==> config.mk <==
export PLATFORM = sky130hd
export DESIGN_NAME = serial_accumulator
export DESIGN_NICKNAME = d
export VERILOG_FILES = /design/src/rtl/serial_accumulator.sv
export SDC_FILE = /design/constraint.sdc
export NUM_CORES = 1
export LEC_CHECK = 0
export BUFFER_PORTS_ARGS = -buffer_cell sky130_fd_sc_hd__buf_2
export CORE_UTILIZATION = 55
export CTS_BUF_LIST = sky130_fd_sc_hd__clkbuf_4 sky130_fd_sc_hd__clkbuf_8
export DETAILED_ROUTE_END_ITERATION = 6
export PLACE_DENSITY = 0.9
export SETUP_SLACK_MARGIN = 0.1
export SYNTH_ARGS = -nofsm -noshare
export SYNTH_HDL_FRONTEND = slang
export SYNTH_SLANG_ARGS = --single-unit
==> constraint.sdc <==
create_clock -name i_clk -period 2 [get_ports i_clk]
set_input_delay 0.5 -clock i_clk [delete_from_list [all_inputs] [get_ports i_clk]]
set_output_delay 0.5 -clock i_clk [all_outputs]
set_load 0.005 [all_outputs]
==> src/rtl/serial_accumulator.sv <==
// serial_accumulator: bit-serial 26-bit accumulator/adder stage.
// The accumulator is a right-rotating shift register. Each bit strobe
// combines acc[0] with the serial operand bit and inserts the result at the
// sign end, so one word operation takes exactly WIDTH strobes.
// Optional feature macro: SERIAL_ACC_XOR_EN (opcode 1001 performs XOR).
//
// state | meaning
// IDLE  | waiting for start; bit strobes ignored; acc and ovf held
// RUN   | word operation in progress; each strobe processes one bit
module serial_accumulator #(
  parameter int WIDTH = 26
) (
  input  logic             i_clk,
  input  logic             i_rst,
  input  logic             i_start,
  input  logic [3:0]       i_op,
  input  logic             i_bit_strobe,
  input  logic             i_opnd_bit,
  output logic             o_acc_bit,
  output logic [WIDTH-1:0] o_acc,
  output logic             o_busy,
  output logic             o_done,
  output logic             o_ovf
);

  localparam int CW = $clog2(WIDTH);

  localparam logic [3:0] OP_ADD = 4'b0111;
  localparam logic [3:0] OP_SUB = 4'b0010;
  localparam logic [3:0] OP_RSU = 4'b1101;
  localparam logic [3:0] OP_AND = 4'b0110;
  localparam logic [3:0] OP_CLA = 4'b1111;
  localparam logic [3:0] OP_XOR = 4'b1001;

  typedef enum logic {
    IDLE = 1'b0,
    RUN  = 1'b1
  } state_t;

  state_t           r_state;
  state_t           w_state_nxt;
  logic [3:0]       r_op;
  logic [CW-1:0]    r_cnt;
  logic             r_carry;
  logic [WIDTH-1:0] r_acc;
  logic             r_done;
  logic             r_ovf;

  logic             w_a;
  logic             w_m;
  logic             w_x;
  logic             w_y;
  logic             w_r;
  logic             w_cout;
  logic             w_arith;
  logic             w_last;

  assign w_a    = r_acc[0];
  assign w_m    = i_opnd_bit;
  assign w_last = (r_cnt == CW'(WIDTH - 1));

  // Next state and per-bit result: SUB/RSU reuse the adder with one operand
  // inverted and the carry preset to 1 at start.
  always_comb begin
    w_state_nxt = r_state;
    w_x         = w_a;
    w_y         = w_m;
    w_arith     = 1'b0;
    w_r         = w_a;
    w_cout      = r_carry;
    case (r_op)
      OP_ADD: begin
        w_arith = 1'b1;
      end
      OP_SUB: begin
        w_arith = 1'b1;
        w_y     = ~w_m;
      end
      OP_RSU: begin
        w_arith = 1'b1;
        w_x     = ~w_a;
      end
      default: ;
    endcase
    if (w_arith) begin
      w_r    = w_x ^ w_y ^ r_carry;
      w_cout = (w_x & w_y) | (w_x & r_carry) | (w_y & r_carry);
    end else begin
      case (r_op)
        OP_AND: w_r = w_a & w_m;
        OP_CLA: w_r = w_m;
`ifdef SERIAL_ACC_XOR_EN
        OP_XOR: w_r = w_a ^ w_m;
`endif
        default: w_r = w_a;
      endcase
    end
    case (r_state)
      IDLE:    if (i_start) w_state_nxt = RUN;
      RUN:     if (i_bit_strobe && w_last) w_state_nxt = IDLE;
      default: w_state_nxt = IDLE;
    endcase
  end

  // State register.
  always_ff @(posedge i_clk) begin
    if (i_rst) r_state <= IDLE;
    else       r_state <= w_state_nxt;
  end

  // Datapath: latch op/carry on accepted start, shift one bit per strobe in RUN.
  always_ff @(posedge i_clk) begin
    if (i_rst) begin
      r_op    <= 4'b0000;
      r_cnt   <= '0;
      r_carry <= 1'b0;
      r_acc   <= '0;
      r_done  <= 1'b0;
      r_ovf   <= 1'b0;
    end else begin
      r_done <= 1'b0;
      if (r_state == IDLE) begin
        if (i_start) begin
          r_op    <= i_op;
          r_carry <= (i_op == OP_SUB) || (i_op == OP_RSU);
          r_ovf   <= 1'b0;
          r_cnt   <= '0;
        end
      end else if (i_bit_strobe) begin
        r_acc   <= {w_r, r_acc[WIDTH-1:1]};
        r_carry <= w_cout;
        r_cnt   <= r_cnt + CW'(1);
        if (w_last) begin
          r_done <= 1'b1;
          // Carry into the sign bit versus carry out of it.
          r_ovf  <= w_arith & (r_carry ^ w_cout);
          r_cnt  <= '0;
        end
      end
    end
  end

  assign o_acc     = r_acc;
  assign o_acc_bit = r_acc[0];
  assign o_busy    = (r_state == RUN);
  assign o_done    = r_done;
  assign o_ovf     = r_ovf;

endmodule
==> flow_summary.json <==
{
  "rr_startpoint": "r_op[3]",
  "die_y_um": 56.7,
  "fillerInstances": 242,
  "antenna_cells": 0,
  "ys_top_cells_by_count": "nand2_1 (67), dfxtp_1 (39), a21oi_1 (36)",
  "hpwlAfterDp_mm": 2.40,
  "swShare": 0.227,
  "r2r.worst_path.cells": 7,
  "p_int_uw": 1100,
  "r2r_slack_ns": 0.17,
  "wl_per_cell_um": 12.4,
  "clock-root-buffer": "clkbuf_4",
  "power_frac_seq": 0.563,
  "port_buffers": 38,
  "cts_buffer_depth": 2,
  "cts_tree": "built",
  "finalCritPeriodShare": 0.917,
  "dominantRegCellSynth": "dfxtp_1",
  "cp-start-kind": "flip-flop",
  "area.growth.synth_to_final_pct": 19.2,
  "p_sw_uw": 322,
  "async_reset_ff_frac": 0,
  "grt_max_degree": 27,
  "finalSetupViolations": 0,
  "synth_edf_count": 0,
  "grt_pass1_wl_mm": 5.87,
  "cts-buffers-inserted": 5,
  "rows": 19,
  "whs_path_depth": 3,
  "rsz0062_at_grt": "yes",
  "synth_area_leaders": "dfxtp_1 (48%), nand2_1 (15%), a21oi_1 (11%), nor2_1 (2.7%), buf_2 (1.8%)",
  "fp.dieW_um": 56.7,
  "yosys_warnings": 0,
  "drt_iter0_drc": 52,
  "slew_headroom": 0.763,
  "fin_worst_skew_ns": 0.00794,
  "cap_violations": 0,
  "cts_sinks": 39,
  "endpoint_kind": "flip-flop",
  "avgViaCountPerCell": 5.40,
  "synth_top_area_share": 0.475,
  "drv_slew": 0,
  "finalCriticalPeriod_ns": 1.83,
  "syn_nets": 220,
  "first_global_vias": 1374,
  "clkTransAtPathRegs_ns": 0.11,
  "syn_area_um2": 1640,
  "synth.most_common_cell": "nand2_1",
  "synth_top_area_cell": "dfxtp_1",
  "hp-class": "input port to flip-flop",
  "syn_inst": 208,
  "finalWeightedCongestion": 0.921,
  "drt_wl_total_mm": 3.45,
  "seq_area_um2": 783,
  "worstMarginPinSlew_ns": 0.355,
  "status": "completed",
  "place_ws_ns": 0.0788,
  "drive_gt1_frac": 0.250,
  "hold_buffers": 0,
  "multiInputGateArea_um2": 811,
  "worstHoldStart": "i_op[0]",
  "core_area_um2": 2780,
  "clock_power_share": 0.361,
  "antenna_found_initial": 0,
  "nNetsFinal": 260,
  "powerDensity_nw_per_um2": 725,
  "groute.usage.overall": 0.233,
  "htreeDepth": 2,
  "ys_types": 34,
  "dieArea_um2": 3210,
  "start_util": 0.591,
  "power_uw": 1420,
  "dr.pass1.iters": 4,
  "r2r-end": "r_carry",
  "grt-ovfl-total": 0,
  "hold_violations": 0,
  "num_vias": 1506,
  "ant_nets": 0,
  "ys_seq_elements": 39,
  "io_pins": 39,
  "combPwrFrac": 0.076,
  "clk_latency_ns": 0.34,
  "worst-path-max-fanout": 6,
  "ir_drop_v": 0.000677,
  "fin_tns_setup_ns": 0,
  "min_to": "r_op[0]",
  "p_leak_uw": 0.000803,
  "worstSetupPathType": "flip-flop to flip-flop",
  "required_ns": 2.23,
  "crit_arrival_ns": 2.06,
  "worst_slack_ns": 0.166,
  "fmax_mhz": 545,
  "synth_area_per_cell_um2": 7.90,
  "drc": 0,
  "synth-seq-area-share": 0.475
}
[power by group through the flow]
| stage | Combinational (µW) | Sequential (µW) | Clock [µW] |
|---|---|---|---|
| after floorplan | 71.7 | 813 | 0 |
| after global placement | 103 | 815 | 0 |
| after detailed placement | 104 | 816 | 0 |
| after CTS | 106 | 800 | 527 |
| after global routing | 121 | 802 | 554 |
| final | 108 | 800 | 513 |
[timing repair]
| item | in CTS | in global routing |
|---|---|---|
| pin swaps | 0 | 2 |
| buffers inserted | 0 | 1 |
| gates resized for setup | 3 | 2 |
| cloned | 0 | 0 |
| setup endpoints to repair | 1 | 3 |
[cell families (layout without fill, tap and decap cells)]
family / Yosys count / after routing / share of synthesized area
and+or+nand+nor: 102 / 102 / 0.274
AOI/OAI and AO/OA: 46 / 46 / 0.163
DFF: 39 / 39 / 0.475
buffers and inverters: 14 / 54 / 0.0388
xor gates and xnor gates: 4 / 4 / 0.0213
adders and majority gates: 3 / 3 / 0.0274
[worst max-delay path: stages (launching register included)]
cell,delay [ns]
dfxtp_1,0.44
nand2b_1,0.21
nor3_2,0.06
xor2_1,0.17
fa_2,0.37
nor3b_1,0.16
a211oi_2,0.22
o22ai_2,0.10
[how the worst max path moves through the flow]
stage,startpoint,endpoint,slack [ns],cells past startpoint
final,r_op[3],r_carry,0.17,7
after global routing,r_op[3],r_carry,0.08,7
after CTS,r_op[3],r_carry,0.12,6
after detailed placement,r_op[3],r_carry,0.08,7
after global placement,r_op[2],r_carry,0.18,6
after floorplan,r_op[0],r_carry,0.19,7
[area by class of cell]
| class | count | area share |
|---|---|---|
| Clock buffer | 6 | 0.0230 |
| Timing Repair Buffer | 45 | 0.124 |
| Inverter | 2 | 0.00383 |
| Sequential cell | 39 | 0.400 |
| Clock inverter | 1 | 0.0153 |
| Multi-Input combinational cell | 155 | 0.414 |
| Tap cell | 31 | 0.0198 |
[stage by stage]
stage / hold slack (ns) / cells / utilization / area (µm²)
after floorplan: 0.440 / 208 / - / 1640
after global placement: 0.453 / 271 / 0.669 / 1860
after detailed placement: 0.456 / 271 / 0.669 / 1860
after CTS: 0.378 / 278 / 0.699 / 1940
after global routing: 0.389 / 279 / 0.704 / 1960
final: 0.390 / 279 / 0.704 / 1960
[flip-flops by register name, summed over array words and instances (netlist names)]
signal   flops
o_acc       26
o_busy       1
o_done       1
o_ovf        1
r_carry      1
r_cnt        5
r_op         4
[layout by cell type (no fill, tap or decap), types with 2 or more instances in the layout]
master,count
a211oi_2,2
a21oi_1,36
a311oi_1,2
and2_1,2
buf_2,38
buf_4,7
clkbuf_4,6
dfxtp_1,37
dfxtp_2,2
ha_1,2
inv_1,2
nand2_1,67
nand2b_1,3
nand3_1,4
nand4b_1,2
nor2_1,12
nor3_1,3
xor2_1,3
[routing by layer]
metal  up-vias  wire [µm]  GRT usage
li1        773          -          -
met1       687       1640      0.295
met2        41       1570      0.365
met3         5        197     0.0783
met4         0         46     0.0941
met5         -          0          0
(Power assumes the default switching activity.)
